$ cat src/rtl/axi_10g_ethernet_0_tx_arbiter_pkg.sv
// Shared types and constants for the 10G Ethernet tx frame arbiter.
// Holds the FSM state encoding, the source slot numbers and the AXIS widths.
package axi_10g_ethernet_0_tx_arbiter_pkg;

    localparam int AXIS_DATA_W = 64;
    localparam int AXIS_KEEP_W = 8;
    localparam int WAIT_CNT_W  = 16;

    localparam int SRC_ARP  = 0;
    localparam int SRC_ICMP = 1;
    localparam int SRC_UDP  = 2;

    typedef enum logic [1:0] {
        IDLE  = 2'd0,
        GRANT = 2'd1,
        XFER  = 2'd2,
        GAP   = 2'd3
    } arb_state_t;

endpackage

$ cat src/rtl/axi_10g_ethernet_0_rr_pick.sv
// Combinational round-robin pick: first requester at or after ptr, wrapping.
// Returns the winner both one-hot and as an index; both are zero with no requests.
module axi_10g_ethernet_0_rr_pick #(
    parameter int N     = 3,
    parameter int IDX_W = (N > 1) ? $clog2(N) : 1
) (
    input  logic [N-1:0]     req,
    input  logic [IDX_W-1:0] ptr,
    output logic [N-1:0]     winner,
    output logic [IDX_W-1:0] index
);

    always_comb begin
        int   cand;
        logic found;
        winner = '0;
        index  = '0;
        found  = 1'b0;
        cand   = 0;
        for (int k = 0; k < N; k++) begin
            cand = (int'(ptr) + k) % N;
            if (!found && req[cand]) begin
                found        = 1'b1;
                winner[cand] = 1'b1;
                index        = IDX_W'(cand);
            end
        end
    end

endmodule

$ cat src/rtl/axi_10g_ethernet_0_tx_arbiter.sv
// Round-robin arbiter merging several AXIS frame sources onto the MAC tx stream.
// A grant is locked for a whole frame; a granted source that never sends is dropped after a timeout.
module axi_10g_ethernet_0_tx_arbiter
    import axi_10g_ethernet_0_tx_arbiter_pkg::*;
#(
    parameter int NUM_SRC       = 3,
    parameter int GRANT_TIMEOUT = 16
) (
    input  logic                           aclk,
    input  logic                           aresetn,
    input  logic [NUM_SRC-1:0]             src_req_en,
    output logic [NUM_SRC-1:0]             src_grant,
    input  logic [AXIS_DATA_W*NUM_SRC-1:0] src_tdata,
    input  logic [AXIS_KEEP_W*NUM_SRC-1:0] src_tkeep,
    input  logic [NUM_SRC-1:0]             src_tvalid,
    input  logic [NUM_SRC-1:0]             src_tlast,
    output logic [NUM_SRC-1:0]             src_tready,
    output logic [NUM_SRC-1:0]             src_done,
    output logic [AXIS_DATA_W-1:0]         m_axis_tdata,
    output logic [AXIS_KEEP_W-1:0]         m_axis_tkeep,
    output logic                           m_axis_tvalid,
    output logic                           m_axis_tlast,
    input  logic                           m_axis_tready,
    output logic                           timeout_err,
    output logic [1:0]                     dbg_state
);

    // Handshake: a beat moves when tvalid and tready are both high on a rising
    // aclk edge; the granted source sees the MAC's tready directly, others see 0.

    localparam int IDX_W        = (NUM_SRC > 1) ? $clog2(NUM_SRC) : 1;
    localparam int TIMEOUT_LAST = (GRANT_TIMEOUT > 0) ? GRANT_TIMEOUT - 1 : 0;

    arb_state_t              state;
    logic [IDX_W-1:0]        sel;
    logic [IDX_W-1:0]        rr_ptr;
    logic [IDX_W-1:0]        pick_idx;
    logic [NUM_SRC-1:0]      pick_onehot;
    logic [NUM_SRC-1:0]      grant_q;
    logic [NUM_SRC-1:0]      done_q;
    logic [WAIT_CNT_W-1:0]   wait_cnt;
    logic                    timeout_q;

    logic                    active;
    logic [AXIS_DATA_W-1:0]  sel_tdata;
    logic [AXIS_KEEP_W-1:0]  sel_tkeep;
    logic                    sel_tvalid;
    logic                    sel_tlast;
    logic                    beat_ok;
    logic                    last_ok;

    axi_10g_ethernet_0_rr_pick #(
        .N     (NUM_SRC),
        .IDX_W (IDX_W)
    ) u_rr_pick (
        .req    (src_req_en),
        .ptr    (rr_ptr),
        .winner (pick_onehot),
        .index  (pick_idx)
    );

    always_comb begin
        sel_tdata  = src_tdata[AXIS_DATA_W*int'(sel) +: AXIS_DATA_W];
        sel_tkeep  = src_tkeep[AXIS_KEEP_W*int'(sel) +: AXIS_KEEP_W];
        sel_tvalid = src_tvalid[sel];
        sel_tlast  = src_tlast[sel];
    end

    // The MAC side is a pure mux of the selected source so no latency is added.
    assign active        = (state == GRANT) || (state == XFER);
    assign m_axis_tvalid = active & sel_tvalid;
    assign m_axis_tdata  = active ? sel_tdata : '0;
    assign m_axis_tkeep  = active ? sel_tkeep : '0;
    assign m_axis_tlast  = active & sel_tlast;
    assign beat_ok       = m_axis_tvalid & m_axis_tready;
    assign last_ok       = beat_ok & sel_tlast;

    assign src_grant   = grant_q;
    assign src_tready  = grant_q & {NUM_SRC{m_axis_tready}};
    assign src_done    = done_q;
    assign timeout_err = timeout_q;
    assign dbg_state   = state;

    always_ff @(posedge aclk or negedge aresetn) begin
        if (!aresetn) begin
            state     <= IDLE;
            sel       <= '0;
            rr_ptr    <= '0;
            wait_cnt  <= '0;
            grant_q   <= '0;
            done_q    <= '0;
            timeout_q <= 1'b0;
        end else begin
            done_q    <= '0;
            timeout_q <= 1'b0;
            case (state)
                IDLE: begin
                    wait_cnt <= '0;
                    if (|src_req_en) begin
                        sel     <= pick_idx;
                        grant_q <= pick_onehot;
                        state   <= GRANT;
                    end
                end
                GRANT: begin
                    if (wait_cnt != '1) begin
                        wait_cnt <= wait_cnt + 1'b1;
                    end
                    if (last_ok) begin
                        done_q  <= grant_q;
                        grant_q <= '0;
                        state   <= GAP;
                    end else if (beat_ok) begin
                        state <= XFER;
                    end else if (!sel_tvalid && (wait_cnt >= WAIT_CNT_W'(TIMEOUT_LAST))) begin
                        // Source was granted but never produced a beat: revoke.
                        timeout_q <= 1'b1;
                        grant_q   <= '0;
                        state     <= GAP;
                    end
                end
                XFER: begin
                    if (last_ok) begin
                        done_q  <= grant_q;
                        grant_q <= '0;
                        state   <= GAP;
                    end
                end
                GAP: begin
                    rr_ptr   <= (int'(sel) == NUM_SRC - 1) ? '0 : sel + 1'b1;
                    wait_cnt <= '0;
                    state    <= IDLE;
                end
                default: begin
                    grant_q <= '0;
                    state   <= IDLE;
                end
            endcase
        end
    end

endmodule

$ cat config.mk
export PLATFORM = sky130hd
export DESIGN_NAME = axi_10g_ethernet_0_tx_arbiter
export DESIGN_NICKNAME = d
export VERILOG_FILES = /design/src/rtl/axi_10g_ethernet_0_tx_arbiter_pkg.sv /design/src/rtl/axi_10g_ethernet_0_rr_pick.sv /design/src/rtl/axi_10g_ethernet_0_tx_arbiter.sv
export SDC_FILE = /design/constraint.sdc
export NUM_CORES = 1
export LEC_CHECK = 0
export ABC_AREA = 1
export CORE_AREA = 2 2 123 125
export CTS_CLUSTER_SIZE = 12
export DETAILED_ROUTE_END_ITERATION = 12
export DIE_AREA = 0 0 125 127
export GPL_ROUTABILITY_DRIVEN = 0
export GPL_TIMING_DRIVEN = 0
export PLACE_DENSITY = 0.79
export SLEW_MARGIN = 20
export SYNTH_ARGS = -nofsm -noshare
export SYNTH_HDL_FRONTEND = slang
export SYNTH_HIERARCHICAL = 1
export SYNTH_SLANG_ARGS = --single-unit
$ cat constraint.sdc
create_clock -name aclk -period 2.86 [get_ports aclk]
set_input_delay 0.286 -clock aclk [delete_from_list [all_inputs] [get_ports aclk]]
set_output_delay 0.286 -clock aclk [all_outputs]
set_load 0.01 [all_outputs]
==> results of run 1 <==
routing by layer:
| metal | vias to the layer above | global-route usage | share of wire |
|---|---|---|---|
| li1 | 2851 | - | - |
| met1 | 2542 | 0.267 | 0.40 |
| met5 | - | 0 | 0 |
| met2 | 213 | 0.385 | 0.48 |
| met4 | 0 | 0.0725 | 0.030 |
| met3 | 36 | 0.0708 | 0.090 |
path summary, 6_finish.rpt:
check | startpoint | endpoint | slack [ns]
min in group aclk | src_grant[1] | src_grant[1] | 0.51
hold reg to reg | src_grant[1] | src_grant[1] | 0.51
setup reg to reg | wait_cnt[0] | wait_cnt[3] | 0.90
max in group asynchronous | aresetn | dbg_state[0] | 2.34
hold / removal | aresetn | wait_cnt[14] | 0.04
setup / recovery | dbg_state[0] | m_axis_tdata[33] | 0.14
synth_stat cells (7+ instances only):
cell / number / area, um^2
clkbuf_1: 27 / 101
nand3_1: 34 / 170
ha_1: 10 / 125
nand4_1: 10 / 62.6
o21ai_0: 8 / 40.0
a22oi_1: 65 / 488
nand2_1: 314 / 1180
inv_2: 11 / 41.3
nor3_1: 8 / 40.0
dfrtp_1: 29 / 726
nor2_1: 31 / 116
inv_1: 111 / 417
buf_2: 7 / 35.0
flip-flops by register name (all words and copies together), names as in the netlist:
name,cells
dbg_state,2
rr_ptr,2
sel,2
src_done,3
src_grant,3
timeout_err,1
wait_cnt,16
cell families (layout without fill, tap and decap cells):
group | Yosys count | in the layout | synth area share
AO/OA/AOI/OAI | 92 | 92 | 0.170
buffers and inverters | 158 | 479 | 0.157
XOR/XNOR | 7 | 7 | 0.0159
adder cells (fa/ha/maj) | 10 | 10 | 0.0325
flip-flops | 29 | 29 | 0.188
AND/OR/NAND/NOR | 411 | 411 | 0.436
final cells by class:
cell class	instances	area (um^2)	area share
Clock inverter	2	10.0	0.00135
Inverter	122	458	0.0619
Multi-Input combinational cell	520	2520	0.341
Clock buffer	6	129	0.0174
Sequential cell	29	728	0.0985
Buffer	36	189	0.0255
Timing Repair Buffer	313	3130	0.423
Tap cell	184	230	0.0311
report_power, final:
part           switching, mW  internal (mW)
combinational           3.34           2.59
clock                  0.180          0.318
sequential             0.102          0.490
critical path, cell delays in order (launching register included):
cell	delay (ns)
dfrtp_2	0.44
inv_1	0.10
ha_1	0.36
buf_4	0.24
clkbuf_2	0.26
nand2_1	0.13
inv_1	0.08
clkdlybuf4s50_1	0.53
repair_timing:
item | 4_1_cts | 5_1_grt
resized for setup | 16 | 35
endpoints found under the setup margin | 72 | 69
endpoints found under the hold margin | 0 | 0
pin swaps | 0 | 0
per-stage QoR:
| stage | total power, mW | TNS [ns] |
|---|---|---|
| floorplan | 3.67 | 0 |
| global placement | 6.40 | -8.51 |
| detailed placement | 6.45 | -13.85 |
| CTS | 7.03 | 0 |
| global route | 7.72 | -0.0291 |
| finish | 7.03 | 0 |
==> impl_metrics.ini, run 1 <==
[timing]
tightest_slew_ns = 0.672
slew-limit-headroom = 0.552
rsz0062_at_grt = yes
drv_slew = 0
clock_skew_ns = 0.00639
hold_violations = 0
finalWorstSetupSlack_ns = 0.139
period_share = 0.952
max_freq_mhz = 367
whs_ns = 0.0422
setup-violations-final = 0
finalCriticalPeriod_ns = 2.72

[synth]
yosysWarnings = 6
syn_inst = 707
syn_nets = 945
synth_edf_count = 0
mappedNetlistArea_mm2 = 0.00385
synth_async_sr_flop_share = 1.00
ys_ff_latch = 29
ys_seq_area_frac = 0.188
synth_cell_types = 31
avgSynthCellArea_um2 = 5.45
ys.flop_type = dfrtp_1

[placement]
place_area_mm2 = 0.00721
place_inst = 1204
io_buffers = 313
dp_hpwl_um = 15300
dp_worst_setup_slack_ns = -0.449

[floorplan]
coreArea_mm2 = 0.0144
rows = 44
die_y_um = 127
initial_core_util = 0.267
ios = 314
dieWidth_um = 125
die_area_mm2 = 0.0159

[detailed_routing]
finalWirelength_um = 18600
vias = 5642
drt-initial-drc-count = 300
drtPass1Iterations = 5
drtAntennaViolNets = 0
wl_per_cell_um = 15.3
via_per_inst = 4.66
drc = 0

[cells_and_area]
area_growth_syn_to_layout_pct = 91.9
drive_above_1_share = 0.0642
post-route-util = 0.513
final_cell_mix = 314 x nand2_1, 312 x clkdlybuf4s50_1, 111 x inv_1, 65 x a22oi_1, 34 x nand3_1
final_common_cell = nand2_1
layout.nets = 1265
diodes = 0
fin_cells = 1212
stdcell_area_mm2 = 0.00740
fillerInstances = 1446

[hold_path]
hold_path_class = in2async

[clock_network]
worstSkewPairLatency_ns = 0.28
clock_sinks = 29
cts_hold_buf = 0
path_clk_slew_ns = 0.05
h-tree-depth = 2
post_cts_buffers = 0
tritoncts = built
numCtsBuffers = 5
root_buffer = clkbuf_16
clk_path_buf_depth = 2

[critical_path]
reg2reg_depth = 9
cp-end-kind = output port
crit_required_ns = 2.57
crit_fanout = 10
critPathArrivalTime_ns = 2.44
critPathKind = reg2out
startpoint_type = register

[grt]
grt.overflow.total = 0
grt_max_degree = 30
antenna_found_initial = 0
grt_pass1_wl_um = 28700
grtUsageTotal = 0.224
grt_pass1_vias = 5429

[power]
power_density_mw_per_mm2 = 950
p_leak_nw = 3.77
peakVddDrop_uv = 522

[run_status]
status = complete, no violations

[flow_run]
max-cap-violations = 0
Note: power is estimated with default switching activity, not from simulation.
==> run 2, diff against run 1 <==
Settings changed: ABC_CLOCK_PERIOD_IN_PS set to 2860.
==> results of run 2 <==
Same layout as run 1: the final DEF is identical, and so are final timing and power.
==> run 3, diff against run 2 <==
Settings changed: CTS_BUF_LIST set to sky130_fd_sc_hd__clkbuf_4 sky130_fd_sc_hd__clkbuf_8 sky130_fd_sc_hd__clkbuf_16.
==> run 3 against run 2 <==
Effect of this change:
- register-to-register slack hardly changed
- worst setup slack worse by 0.0053 ns
- non-clock buffer count is the same
- power rose by 0.27%
- critical path depth up 1
- sequential share of layout area is essentially flat
- clock power up 2%
- final cell count is the same
- wire length fell by 0.30%
- design area is 0.10% higher
- die area did not move
- via count about the same
- largest power group unchanged
==> impl_metrics.ini, run 3 (same netlist as run 1, synthesis figures left out) <==
[run_status]
status = complete, no violations

[clock_network]
cts_hold_buf = 0
worstSkewPairLatency_ns = 0.28
root_buffer = clkbuf_16
numCtsBuffers = 5
h-tree-depth = 2
path_clk_slew_ns = 0.05
clock_sinks = 29
clk_path_buf_depth = 2
tritoncts = built

[cells_and_area]
top_register = wait_cnt
final_cell_mix = 314 x nand2_1, 312 x clkdlybuf4s50_1, 111 x inv_1, 65 x a22oi_1, 34 x nand3_1
fin_cells = 1212
layout.nets = 1265
post-route-util = 0.513
diodes = 0
area_growth_syn_to_layout_pct = 92.0
drive_above_1_share = 0.0652
fillerInstances = 1445
final_common_cell = nand2_1
stdcell_area_mm2 = 0.00740
largest_register_ffs = 16

[placement]
io_buffers = 313
dp_hpwl_um = 15300
place_area_mm2 = 0.00721
place_inst = 1204

[floorplan]
coreArea_mm2 = 0.0144
initial_core_util = 0.267
ios = 314
die_y_um = 127
dieWidth_um = 125
rows = 44
die_area_mm2 = 0.0159

[power]
peakVddDrop_uv = 521
power_mw = 7.04
p_leak_nw = 3.78
power_density_mw_per_mm2 = 952

[grt]
grt_pass1_vias = 5424
grt.overflow.total = 0
antenna_found_initial = 0
grt_pass1_wl_um = 28700
grt_max_degree = 30
grtUsageTotal = 0.225

[timing]
rsz0062_at_grt = yes
slew-limit-headroom = 0.561
tightest_slew_ns = 0.658
drv_slew = 0
max_freq_mhz = 367
hold_violations = 0
finalCriticalPeriod_ns = 2.73
period_share = 0.953
clock_skew_ns = 0.00774
setup-violations-final = 0

[detailed_routing]
vias = 5647
drt-initial-drc-count = 335
via_per_inst = 4.66
drtAntennaViolNets = 0
wl_per_cell_um = 15.3
drtPass1Iterations = 5
finalWirelength_um = 18500
drc = 0

[flow_run]
max-cap-violations = 0

[critical_path]
slowest_delay_ns = 0.56
worstPathBufferInverterCount = 4
path_cells = nor2_1 > buf_2 > buf_2 > a22oi_1 > nand2_1 > nand2_1 > inv_1 > clkdlybuf4s50_1
startpoint_type = register
crit_family = buffers and inverters
critPathArrivalTime_ns = 2.44
slowest_stage = clkdlybuf4s50_1
critPathKind = reg2out
crit_fanout = 10
cp-end-kind = output port
crit_required_ns = 2.57

[hold_path]
hold_path_class = in2async
## run 3: cell count changes in the layout (fill, tap and decap cells not counted), sizes merged
cell    before  now
clkbuf      27   28
buf         16   15
## run 3: stage by stage
| step | TNS [ns] | hold slack, ns | worst slack [ns] |
|---|---|---|---|
| after floorplan | 0 | -0.00959 | 0.947 |
| after global placement | -8.51 | 0.497 | -0.368 |
| after detailed placement | -13.85 | 0.349 | -0.449 |
| after CTS | 0 | 0.0698 | 0.00294 |
| after global routing | -0.0297 | 0.0925 | -0.0297 |
| final | 0 | 0.0364 | 0.133 |
## run 3: path summary, 6_finish.rpt
check	startpoint	to	slack (ns)	cells after the start
max	sel[0]	m_axis_tkeep[4]	0.13	8
min	aresetn	src_done[1]	0.04	1
max reg2reg	wait_cnt[0]	wait_cnt[3]	0.90	9
min reg2reg	src_grant[1]	src_grant[1]	0.52	2
max in group asynchronous	aresetn	dbg_state[0]	2.35	1
min in group aclk	src_grant[1]	src_grant[1]	0.52	2
## run 3: final cells by class
| class | instances | area, um^2 | share of cell area |
|---|---|---|---|
| multi-input combinational | 520 | 2520 | 0.341 |
| timing repair buffer | 313 | 3130 | 0.423 |
| buffer | 36 | 193 | 0.0260 |
| sequential | 29 | 728 | 0.0984 |
| clock buffer | 6 | 133 | 0.0179 |
| tap | 184 | 230 | 0.0311 |
| inverter | 122 | 458 | 0.0619 |
| clock inverter | 2 | 10.0 | 0.00135 |
## run 3: report_power, final
group / total (mW) / leakage, nW / internal (mW) / switching (mW)
Clock: 0.507 / 0.0740 / 0.328 / 0.179
Sequential: 0.592 / 0.389 / 0.490 / 0.102
Combinational: 5.95 / 3.32 / 2.60 / 3.34
## run 3: routing by layer
layer	GRT usage	up-vias	wire [um]
met1	0.269	2516	7460
met2	0.384	237	8810
li1	-	2852	-
met5	0	-	0
met3	0.0716	42	1660
met4	0.0725	0	592
## run 3: what timing repair did
action	CTS	global route
setup endpoints to repair	72	69
setup buffers	0	0
gates resized for setup	16	35
